File: src/rtl/fdivsqrt_issue_ctrl.sv
// Issue sequencer and round-robin arbiter in front of the shared recFN32 divide/sqrt unit.
// Keeps a single op in flight, holds its result until writeback accepts it, and supports flush.
module fdivsqrt_issue_ctrl #(
    parameter int unsigned TAG_W   = 5,
    parameter int unsigned RR_INIT = 0
) (
    input  logic                 clock,
    input  logic                 reset,
    input  logic [1:0]           req_valid,
    output logic [1:0]           req_ready,
    input  logic [1:0]           req_sqrt,
    input  logic [65:0]          req_a,
    input  logic [65:0]          req_b,
    input  logic [5:0]           req_rm,
    input  logic [2*TAG_W-1:0]   req_tag,
    input  logic                 du_inReady,
    output logic                 du_inValid,
    output logic                 du_sqrtOp,
    output logic [32:0]          du_a,
    output logic [32:0]          du_b,
    output logic [2:0]           du_roundingMode,
    input  logic                 du_outValid_div,
    input  logic                 du_outValid_sqrt,
    input  logic [32:0]          du_out,
    input  logic [4:0]           du_exceptionFlags,
    output logic                 resp_valid,
    input  logic                 resp_ready,
    output logic                 resp_src,
    output logic [TAG_W-1:0]     resp_tag,
    output logic [32:0]          resp_data,
    output logic [4:0]           resp_flags,
    input  logic                 flush,
    output logic                 busy
);

    typedef enum logic [1:0] {IDLE, BUSY, DRAIN, HOLD} state_t;

    state_t           state;
    logic             rrPtr;
    logic             opSqrt;
    logic             opSrc;
    logic [TAG_W-1:0] opTag;
    logic             grant;
    logic             issue;
    logic             complete;
    logic [TAG_W-1:0] grantTag;

    // Round-robin pointer only matters when both requesters compete.
    always_comb begin
        grant = (&req_valid) ? rrPtr : req_valid[1];
    end

    assign du_inValid      = ~reset & (state == IDLE) & (|req_valid) & ~flush;
    assign issue           = du_inValid & du_inReady;
    assign req_ready       = issue ? (grant ? 2'b10 : 2'b01) : 2'b00;
    assign du_sqrtOp       = grant ? req_sqrt[1] : req_sqrt[0];
    assign du_a            = grant ? req_a[65:33] : req_a[32:0];
    assign du_b            = grant ? req_b[65:33] : req_b[32:0];
    assign du_roundingMode = grant ? req_rm[5:3] : req_rm[2:0];
    assign grantTag        = grant ? req_tag[2*TAG_W-1:TAG_W] : req_tag[TAG_W-1:0];
    assign complete        = opSqrt ? du_outValid_sqrt : du_outValid_div;
    assign busy            = (state != IDLE);

    always_ff @(posedge clock) begin
        if (reset) begin
            state      <= IDLE;
            rrPtr      <= 1'(RR_INIT);
            opSqrt     <= 1'b0;
            opSrc      <= 1'b0;
            opTag      <= '0;
            resp_valid <= 1'b0;
            resp_src   <= 1'b0;
            resp_tag   <= '0;
            resp_data  <= '0;
            resp_flags <= '0;
        end else begin
            case (state)
                IDLE: begin
                    if (issue) begin
                        state  <= BUSY;
                        opSqrt <= du_sqrtOp;
                        opSrc  <= grant;
                        opTag  <= grantTag;
                        rrPtr  <= ~grant;
                    end
                end
                BUSY: begin
                    if (flush) begin
                        // A completion coinciding with flush is simply discarded.
                        state <= complete ? IDLE : DRAIN;
                    end else if (complete) begin
                        state      <= HOLD;
                        resp_valid <= 1'b1;
                        resp_src   <= opSrc;
                        resp_tag   <= opTag;
                        resp_data  <= du_out;
                        resp_flags <= du_exceptionFlags;
                    end
                end
                DRAIN: begin
                    if (complete) begin
                        state <= IDLE;
                    end
                end
                HOLD: begin
                    // Flush takes precedence over a simultaneous writeback accept.
                    if (flush || resp_ready) begin
                        state      <= IDLE;
                        resp_valid <= 1'b0;
                    end
                end
                default: state <= IDLE;
            endcase
        end
    end

endmodule

File: config.mk
export PLATFORM = sky130hd
export DESIGN_NAME = fdivsqrt_issue_ctrl
export DESIGN_NICKNAME = d
export VERILOG_FILES = /design/src/rtl/fdivsqrt_issue_ctrl.sv
export SDC_FILE = /design/constraint.sdc
export NUM_CORES = 1
export LEC_CHECK = 0
export BUFFER_PORTS_ARGS = -buffer_cell sky130_fd_sc_hd__buf_2
export CORE_AREA = 2 2 122 124
export DETAILED_ROUTE_END_ITERATION = 8
export DIE_AREA = 0 0 124 126
export PLACE_DENSITY = 0.56
export SETUP_SLACK_MARGIN = 0.2
export SLEW_MARGIN = 25
export SYNTH_ARGS = -nofsm -noshare
export SYNTH_HDL_FRONTEND = slang
export SYNTH_SLANG_ARGS = --single-unit
File: constraint.sdc
create_clock -name clock -period 2.8 [get_ports clock]
set_clock_uncertainty 0.1 [all_clocks]
set_input_delay 0.14 -clock clock [delete_from_list [all_inputs] [get_ports clock]]
set_output_delay 0.14 -clock clock [all_outputs]
set_load 0.005 [all_outputs]
## Word-level counts from Yosys, hierarchy flattened

Cells that the tools add are included.

| word-level totals | value |
|---|---|
| logic and storage cells | 56 |
| register bits | 55 |
| bits in writable memories | 0 |
| bits in latches | 0 |
| ROM bits | 0 |
| memories | 0 |
| bits of input ports | 197 |

| cells by class | value |
|---|---|
| $lt $le $gt $ge | 0 |
| eq/ne operators | 9 |
| multipliers | 0 |
| shift operators | 0 |
| add/subtract/negate cells | 0 |
| multiplexer cells | 20 |
| bitwise logic cells | 7 |
| reduce and logical (&&, ||, !) cells | 10 |
| div/mod/pow operators | 0 |

Operator list:

| kind | number |
|---|---|
| $mux 33 | 2 |
| $mux 2 | 8 |
| $ne 2x2->1 const B | 5 |
| $pmux 2 s4 | 1 |
| $reduce_and 4->1 | 2 |
| $mux 1 | 6 |
| $mux 5 | 1 |
| $and 1x1->1 | 4 |
| $eq 2x2->1 const B | 2 |
| $reduce_and 2->1 | 2 |
| $reduce_bool 2->1 | 2 |
| $mux 3 | 1 |
| $ne 3x3->1 const B | 1 |
| $not 1->1 | 3 |
| $reduce_and 3->1 | 1 |
| $eq 2x1->1 const B | 1 |
| $logic_not 2->1 | 1 |
| $pmux 1 s2 | 1 |
| $reduce_or 2->1 | 1 |
| $logic_or 1x1->1 | 1 |

## Longest topological paths before layout

| logic depth | value |
|---|---|
| depth after elaboration | 7 |
| gate-level depth with buffers | 6 |
| mapped depth without buffers | 3 |

## Worst setup path after synthesis

No wires, ideal clock.

| path | value |
|---|---|
| kind | register to output |
| from | register rrPtr |
| to | output port du_b[22] |
| arrival | 1.260 ns |
| stages on the path, launching flop included | 5 |
| buffers on the path | 2 |
| path slack | 1.300 ns |
| required time | 2.560 ns |
| path through | dfxtp_1 -> buf_2 -> o21ai_4 -> buf_4 -> mux2_1 |

| between the ends | value |
|---|---|
| cells in the longest elaborated chain, start to end | 2 |

Ends and longest elaborated chain:

| what | RTL line | source |
|---|---|---|
| start, declared | 39 | `logic rrPtr;` |
| start signal, assigned | 67 | `rrPtr <= 1'(RR_INIT);` |
| start signal, assigned | 84 | `rrPtr <= ~grant;` |
| $mux 1 | 50 | `grant = (&req_valid) ? rrPtr : req_valid[1];` |
| $mux 33 | 58 | `assign du_b = grant ? req_b[65:33] : req_b[32:0];` |
| end, declared | 20 | `output logic [32:0] du_b,` |

Every way passes these cells.

## Worst setup path after layout

| path | value |
|---|---|
| from | register rrPtr |
| to | output port du_b[3] |

The elaborated chain is that of the path after synthesis.

==> flow_metrics.env <==
export IMPL_outcome="complete, no violations"
export IMPL_cts_root_buf="clkbuf_16"
export IMPL_grt_max_degree=56
export IMPL_worst_setup_path_end_kind="primary output"
export IMPL_path_cells="o21ai_4, buf_12, mux2_1, buf_2"
export IMPL_path_clk_slew_ns=0.07
export IMPL_drv_cap=0
export IMPL_fillCellCount=1577
export IMPL_postCtsSetupBuffers=0
export IMPL_rsz0062_at_grt="no"
export IMPL_peakVddDrop_mv=0.2346
export IMPL_path_class="register to primary output"
export IMPL_track_usage_pct=20.07
export IMPL_cpMaxStageDelayCell="o21ai_4"
export IMPL_power_density_nw_per_um2=384.8
export IMPL_min_path_type="input pin to register"
export IMPL_place_hpwl_mm=13.66
export IMPL_period_share_pct=84.29
export IMPL_synthMostInstantiatedCell="mux2_2"
export IMPL_power_switching_mw=0.5275
export IMPL_synth_edf_count=0
export IMPL_syn_area_per_cell_um2=9.212
export IMPL_htreeDepth=2
export IMPL_place_area_um2=4902
export IMPL_cts_buffers=5
export IMPL_hold_viol=0
export IMPL_area_growth_pct=63.17
export IMPL_syn_nets=547
export IMPL_cpPeakStageDelay_ns=0.59
export IMPL_combPwrFrac_pct=26.5
export IMPL_final_cell_area_um2=5261
export IMPL_cts_hold_buffers=19
export IMPL_num_vias=3930
export IMPL_die_height_um=126
export IMPL_seq_power_share_pct=39.6
export IMPL_intPower_mw=1.497
export IMPL_finalSetupViolations=0
export IMPL_core_um2=14310
export IMPL_fp_row_count=44
export IMPL_gp_congestion=0.8712
export IMPL_final_antenna_net_count=0
export IMPL_ys_seq_area_share_pct=34.15
export IMPL_synthDistinctLibCells=36
export IMPL_cp_start_kind="register"
export IMPL_synth_warnings=0
export IMPL_seq_area_um2=1101
export IMPL_start_util_pct=22.53
export IMPL_setup_tns_ns=0
export IMPL_grt_pass1_vias=3797
export IMPL_finalCriticalPeriod_ns=2.360
export IMPL_routed_wl_mm=16.48
export IMPL_synth_common_cells="mux2_2, dfxtp_1, a21oi_1, nand3_1, o21ai_1"
export IMPL_grt_overflow=0
export IMPL_routedWlPerCell_um=19.23
export IMPL_worstPathMaxFanout=18
export IMPL_worstPathArrival_ns=2.12
export IMPL_drcViolationCount=0
export IMPL_fmax_ghz=0.4237
export IMPL_drtIter0Drc=122
export IMPL_drive_gt1_share_pct=59.34
export IMPL_p_sw_share_pct=26.06
export IMPL_clockBufferDepth=2
export IMPL_critPathRequiredTime_ns=2.56
export IMPL_io_pins=316
export IMPL_drtPass1Iterations=4
export IMPL_synthesis_area_um2=3224
export IMPL_routed_via_density=4.586
export IMPL_synth_top_area_share_pct=34.15
export IMPL_ys_ff_latch=55
export IMPL_final_max_slew_viol_count=0
export IMPL_yosys_top_cells_area="dfxtp_1, mux2_2, a21oi_1"
export IMPL_fin_nets=866
export IMPL_cts_resized=0
export IMPL_die_x_um=124
export IMPL_portBuffers=315
export IMPL_multi_input_area_um2=1833
export IMPL_synth_top_area_cell="dfxtp_1"
export IMPL_worstSkewPairLatency_ns=0.29
export IMPL_postSynthCellCount=350
export IMPL_antenna_found_initial=4
export IMPL_ys_flop_type="dfxtp_1"
export IMPL_max_slew_worst_pin_slew_ns=0.6566
export IMPL_p_leak_nw=2.481
export IMPL_reg2reg_slack_ns=0.85
export IMPL_hold_path_depth=3
export IMPL_ys_async_sr_fraction_pct=0
export IMPL_grt_pass1_wl_mm=23.13
export IMPL_cts_tree="yes"
export IMPL_pwr_share_clk_pct=33.9
export IMPL_die_area_um2=15620
export IMPL_reg2regPathDepth=4
export IMPL_relSlewSlack_pct=56.06
export IMPL_cts_sinks=55
[through the flow]
step	hold slack (ns)	std cells	total power [mW]	util, %	worst slack [ns]
floorplan	0.1558	350	1.048	-	1.300
global placement	0.2635	827	1.344	34.25	0.7305
detailed placement	0.2706	827	1.342	34.25	0.6861
CTS	0.0002093	853	2.059	36.69	0.4055
global route	0.007723	857	2.126	36.76	0.3248
finish	0.007923	857	2.025	36.76	0.4398
[power groups by stage]
stage                     clock, mW  combinational, mW  sequential, mW
after floorplan                   0              0.231           0.816
after global placement            0              0.525           0.819
after detailed placement          0              0.523           0.819
after CTS                     0.713              0.545           0.801
after global routing          0.738              0.586           0.802
final                         0.687              0.537           0.801
[cells in the final DEF (no fill, tap or decap), drive strengths merged]
cell type      n
nor4           1
buf          329
o21ai         52
o32ai          1
diode          4
a311oi         6
clkinv         1
nand2b         1
nand3         45
nor3b          1
mux2i          2
a21oi         52
a221oi         1
dlygate4sd3   19
or2            1
o21a           1
or3b           1
nor2b          1
inv            4
clkbuf         6
and2           2
a21bo          1
o211a          1
nand4b         1
nor2           1
nand2          4
o211ai         6
a21boi         1
bufinv         1
mux2          70
xnor2          1
dfxtp         55
[logic make-up (layout without fill, tap and decap cells)]
kind of cell           Yosys count  count (layout)  share of synthesized area [%]
AO/OA/AOI/OAI                  122             122                          21.27
multiplexers                    72              72                          25.07
AND/OR/NAND/NOR                 59              59                          9.857
flip-flops                      55              55                          34.15
buffers and inverters           41             360                          9.390
XOR/XNOR                         1               1                         0.2717
other                            0               4                              0
[layout make-up]
class | instances | share of cell area (%)
Sequential cell | 55 | 20.93
Clock inverter | 1 | 0.5707
Clock buffer | 6 | 2.449
Multi-Input combinational cell | 254 | 34.84
Timing Repair Buffer | 348 | 36.29
Inverter | 5 | 0.3567
Tap cell | 184 | 4.376
Antenna cell | 4 | 0.1902
[path summary, 6_finish.rpt]
kind              startpoint            end
hold reg to reg     opTag[2]    resp_tag[2]
hold / removal    du_out[26]  resp_data[26]
setup / recovery       rrPtr        du_b[3]
setup reg to reg    state[0]  resp_data[27]
[worst max-delay path, delay by kind of cell, from the launching register on]
kind                   cells  cell delay, ns
muxes                      1            0.40
buffers and inverters      2            0.41
DFF                        1            0.41
AOI/OAI and AO/OA          1            0.59
[per-layer routing]
| layer | part of all wire [%] | track usage (%) | vias to the layer above |
|---|---|---|---|
| met1 | 39 | 22.77 | 1825 |
| met3 | 9.3 | 6.839 | 15 |
| met2 | 50 | 35.23 | 161 |
| met5 | 0 | 0 | - |
| met4 | 2.0 | 5.948 | 0 |
| li1 | - | - | 1929 |
[sequential cells by signal, indices dropped and copies added, names as in the netlist]
register,cells
state,2
resp_flags,5
opTag,5
resp_valid,1
rrPtr,1
resp_data,33
opSrc,1
opSqrt,1
resp_src,1
resp_tag,5
Note: power is estimated with default switching activity, not from simulation.
